`config.mk`:
```
export PLATFORM = sky130hd
export DESIGN_NAME = rr_merge
export DESIGN_NICKNAME = d
export VERILOG_FILES = /design/src/rtl/rr_merge.sv
export SDC_FILE = /design/constraint.sdc
export NUM_CORES = 1
export LEC_CHECK = 0
export ABC_AREA = 0
export CORE_UTILIZATION = 37
export CTS_CLUSTER_DIAMETER = 80
export DETAILED_ROUTE_END_ITERATION = 10
export HOLD_SLACK_MARGIN = 0.08
export MAX_ROUTING_LAYER = met4
export PLACE_DENSITY = 0.86
export SYNTH_ARGS = -nofsm -noshare
export SYNTH_HDL_FRONTEND = slang
export SYNTH_SLANG_ARGS = --single-unit
export TNS_END_PERCENT = 5
```
`constraint.sdc`:
```
create_clock -name clk -period 3.85 [get_ports clk]
set_input_delay 0.385 -clock clk [delete_from_list [all_inputs] [get_ports clk]]
set_output_delay 0.385 -clock clk [all_outputs]
set_load 0.01 [all_outputs]
```
`src/rtl/rr_merge.sv`:
```
// Round-robin merge of N_MASTERS request/response channels onto one shared slave.
// Request word: bit 0 = valid, upper bits = payload. Response word: bit 0 = ready, upper = rdata.
module rr_merge #(
  parameter int unsigned N_MASTERS = 2,
  parameter int unsigned TIMEOUT   = 1024,
  parameter int unsigned REQ_W     = 17,
  parameter int unsigned RESP_W    = 9
) (
  input  logic                          clk,
  input  logic                          rst,
  input  logic [N_MASTERS*REQ_W-1:0]    m_req,
  output logic [N_MASTERS*RESP_W-1:0]   m_resp,
  output logic [REQ_W-1:0]              s_req,
  input  logic [RESP_W-1:0]             s_resp,
  output logic [N_MASTERS-1:0]          grant,
  output logic                          busy,
  output logic                          timeout
);

  localparam int unsigned PtrW = $clog2(N_MASTERS);
  localparam int unsigned CntW = $clog2(TIMEOUT);

  typedef enum logic {StIdle, StBusy} state_e;

  state_e               state_q, state_d;
  logic [PtrW-1:0]      ptr_q, ptr_d;
  logic [CntW-1:0]      cnt_q, cnt_d;
  logic [N_MASTERS-1:0] grant_q, grant_d;
  logic                 timeout_q, timeout_d;

  logic [N_MASTERS-1:0] valid;
  logic [PtrW-1:0]      pick, gidx, ptr_next;
  logic                 pick_found;
  int unsigned          idx;
  logic [REQ_W-1:0]     g_req;

  always_comb begin
    valid = '0;
    for (int unsigned i = 0; i < N_MASTERS; i++) begin
      valid[i] = m_req[i*REQ_W];
    end
  end

  // Round-robin search starting at ptr, wrapping modulo N_MASTERS.
  always_comb begin
    pick       = '0;
    pick_found = 1'b0;
    idx        = 0;
    for (int unsigned k = 0; k < N_MASTERS; k++) begin
      idx = (32'(ptr_q) + k) % N_MASTERS;
      if (!pick_found && valid[idx[PtrW-1:0]]) begin
        pick_found = 1'b1;
        pick       = idx[PtrW-1:0];
      end
    end
  end

  always_comb begin
    gidx = '0;
    for (int unsigned i = 0; i < N_MASTERS; i++) begin
      if (grant_q[i]) begin
        gidx = PtrW'(i);
      end
    end
  end

  assign ptr_next = (gidx == PtrW'(N_MASTERS - 1)) ? '0 : gidx + PtrW'(1);
  assign g_req    = m_req[gidx*REQ_W +: REQ_W];

  always_comb begin
    state_d   = state_q;
    ptr_d     = ptr_q;
    cnt_d     = cnt_q;
    grant_d   = grant_q;
    timeout_d = 1'b0;
    s_req     = '0;
    // rdata is broadcast; only the owner ever sees ready.
    for (int unsigned i = 0; i < N_MASTERS; i++) begin
      m_resp[i*RESP_W +: RESP_W] = {s_resp[RESP_W-1:1], 1'b0};
    end

    unique case (state_q)
      StIdle: begin
        cnt_d   = '0;
        grant_d = '0;
        if (pick_found) begin
          grant_d[pick] = 1'b1;
          state_d       = StBusy;
        end
      end
      StBusy: begin
        s_req                         = g_req;
        m_resp[gidx*RESP_W +: RESP_W] = s_resp;
        if (s_resp[0] || !g_req[0]) begin
          // Completion, or the owner withdrew its request.
          state_d = StIdle;
          ptr_d   = ptr_next;
          grant_d = '0;
          cnt_d   = '0;
        end else if (cnt_q == CntW'(TIMEOUT - 1)) begin
          s_req[0]                      = 1'b0;
          m_resp[gidx*RESP_W +: RESP_W] = RESP_W'(1);
          timeout_d                     = 1'b1;
          state_d                       = StIdle;
          ptr_d                         = ptr_next;
          grant_d                       = '0;
          cnt_d                         = '0;
        end else begin
          cnt_d = cnt_q + CntW'(1);
        end
      end
      default: state_d = StIdle;
    endcase
  end

  always_ff @(posedge clk) begin
    if (!rst) begin
      state_q   <= StIdle;
      ptr_q     <= '0;
      cnt_q     <= '0;
      grant_q   <= '0;
      timeout_q <= 1'b0;
    end else begin
      state_q   <= state_d;
      ptr_q     <= ptr_d;
      cnt_q     <= cnt_d;
      grant_q   <= grant_d;
      timeout_q <= timeout_d;
    end
  end

  assign grant   = grant_q;
  assign busy    = (state_q == StBusy);
  assign timeout = timeout_q;

endmodule

```
==> reports/summary.txt <==
Status = finished, violations left
Failing checks = design-rule violations
Yosys Warn Count = 0
Routed Antenna Nets = 0
Routability cong. = 0.733
Syn-to-layout area delta = 77.9%
Post_cts resized = 0
Slew @ Worst Pin = 682 ps
Sequential area share after synthesis = 26.6%
First-pass GRT wire length = 5260 um
Fin nets = 264
FF-to-FF setup slack = 2010 ps
Pre-antenna DRT Iters = 7
Pwr/cell area = 204 nW/um^2
Critical Path RT = 3460 ps
Final setup viols = 0
Post-DR vias/cell = 5.06
Initial antenna violation count = 0
1st-iter DRT viols = 41
Placed Cells = 244
# port buffers = 83
Peak supply drop = 186 uV
Hold buffers post-CTS = 0
Final Cycle Share = 72.9%
Deepest clock path buffer count = 2
Synth area leaders = dfxtp_1, mux2i_1, and2_1
Critical path endpoint category = output port
Min-delay src = grant[0]
Synth top area share = 26.6%
Final cell count without fillers = 248
Worst Hold Endpoint = grant[0]
Finished Cell Area = 2010 sq um
Clk_skew = 1.10 ps
Vias in the first global route = 1,256
Total congestion overflow = 0
Initial core utilization = 39.8%
Synth area leader = dfxtp_1
CTS Sinks = 15
Fin. max-slew vios = 0
Io pins = 84
Synth Area per Inst = 8.41 sq um
DRC Markers = 7
Post-CTS Setup Inserts = 0
RR Endpoint = grant[1]
Max_slew headroom = 54.5%
DP Area = 1980 sq um
Syn_nets = 180
HP Class = reg2reg
Via count = 1,256
Post-synth EDFFs = 0
Netlist cell types = 37
CP Class = reg2out
Clock latency on the worst-skew pair = 270 ps
Max Clock Freq = 356 MHz
Setup TNS = 0 ps
Die height = 57.2 um
Post-Syn Instances = 134
Critical path startpoint category = register
Core area = 2830 sq um
Clk pin slew, worst setup/hold paths = 80 ps
Detailed Route WL = 3190 um
Share of cells above drive strength 1 = 4.61%
Die area = 3270 sq um
CP arrival = 2420 ps
Worst Path Max Fanout = 7
Cts bufs inserted = 3
Most used DFF post-synth = dfxtp_1
Min cycle time layout = 2810 ps
Pleak = 0.719 nW
Netlist Area Pre-Place = 1130 sq um
RSZ-0062 raised after global routing = false
Synth async-reset ratio = 0%
Hold Crit Depth = 1
CTS tree = built
Detailed-placement wirelength estimate = 2590 um
Synthesized flop and latch total = 15
FF-to-FF Start = busy
GR Util All Layers = 20.7%
Antenna cells = 0
Worst r2r path cells = 4
CTS HTree Levels = 1
Final hold violations = 0
DIE WIDTH = 57.2 um
Max Cap Viol = 0
FP Rows = 19
Largest net degree at the start of global routing = 25
CTS root buffer = clkbuf_4
Routed len/inst = 12.9 um
Worst hold margin = 469 ps
## metrics by stage
step	util [%]	setup WS (ps)	power [mW]
after floorplan	-	1960	0.227
after global placement	70.0	1430	0.325
after detailed placement	70.0	1360	0.328
after CTS	70.9	1050	0.413
after global routing	70.9	853	0.431
final	70.9	1040	0.409
## layer usage
metal,vias up,track usage (%),share of wire [%]
met4,0,7.32,1.5
met3,6,5.90,8.8
met1,555,24.0,40
met2,60,34.3,50
met5,-,-,0
li1,635,-,-
## synth_stat cells, drive strengths merged (2+ instances only)
cell type	n
xor2	3
nor2	9
clkbuf	2
nand4b	2
nand4	5
nand3	4
o21ai	4
xnor2	2
nand2	9
buf	3
inv	3
nor2b	17
and4	2
a21oi	6
and2	17
dfxtp	15
mux2i	16
## worst max-delay path, stage by stage (launching register included)
cell,delay (ps)
dfxtp_1,400
ha_1,250
nand3_1,220
nor3_4,380
a21oi_1,120
nor3b_1,190
clkdlybuf4s50_1,590
## how the worst max path moves through the flow
stage                   start         end  slack [ps]  depth (start not counted)
global route         cnt_q[0]  m_resp[11]         850                          6
CTS                  cnt_q[0]   m_resp[0]        1050                          6
detailed placement   cnt_q[0]   m_resp[0]        1360                          6
global placement    s_resp[0]  m_resp[16]        1430                          5
finish               cnt_q[0]   m_resp[0]        1040                          6
floorplan            cnt_q[0]   m_resp[0]        1960                          5
## power by group
part,total [mW],switching [mW],internal [mW]
logic,0.155,0.0503,0.105
clock network,0.0857,0.0455,0.0402
registers,0.169,0.00991,0.159
total,0.409,0.106,0.304
## state kept, by name (all words and copies together), names as in the netlist
name / flops
grant: 2
ptr_q: 1
timeout: 1
cnt_q: 10
busy: 1
## cell families (layout without fill, tap and decap cells)
group / count (synthesis) / count (layout) / share of synthesized area [%]
buffers and inverters: 8 / 91 / 3.22
xor gates and xnor gates: 5 / 5 / 3.89
muxes: 17 / 17 / 15.2
DFF: 15 / 15 / 26.6
AOI/OAI and AO/OA: 15 / 15 / 8.21
and+or+nand+nor: 73 / 73 / 41.7
adders and majority gates: 1 / 1 / 1.11
## area by class of cell
type	instances	area, sq um
repair buffers	84	838
well taps	31	38.8
fillers	243	823
inverters	3	11.3
clock buffers	4	26.3
multi-input cells	111	791
flip-flops and latches	15	300
## cell usage in the layout (no fill, tap or decap), types with 2 or more instances in the layout
cell and n:
clkdlybuf4s50_1 83, and2_1 17, nor2b_1 17, mux2i_1 16, dfxtp_1 15, nand2_1 9, nor2_1 9, a21oi_1 6
nand3_1 3, inv_1 3, xor2_1 3, o21ai_0 3, clkbuf_4 3, nand4_4 2, and4_1 2, xnor2_1 2
nand4_1 2, nand4b_1 2
(Power assumes the default switching activity.)
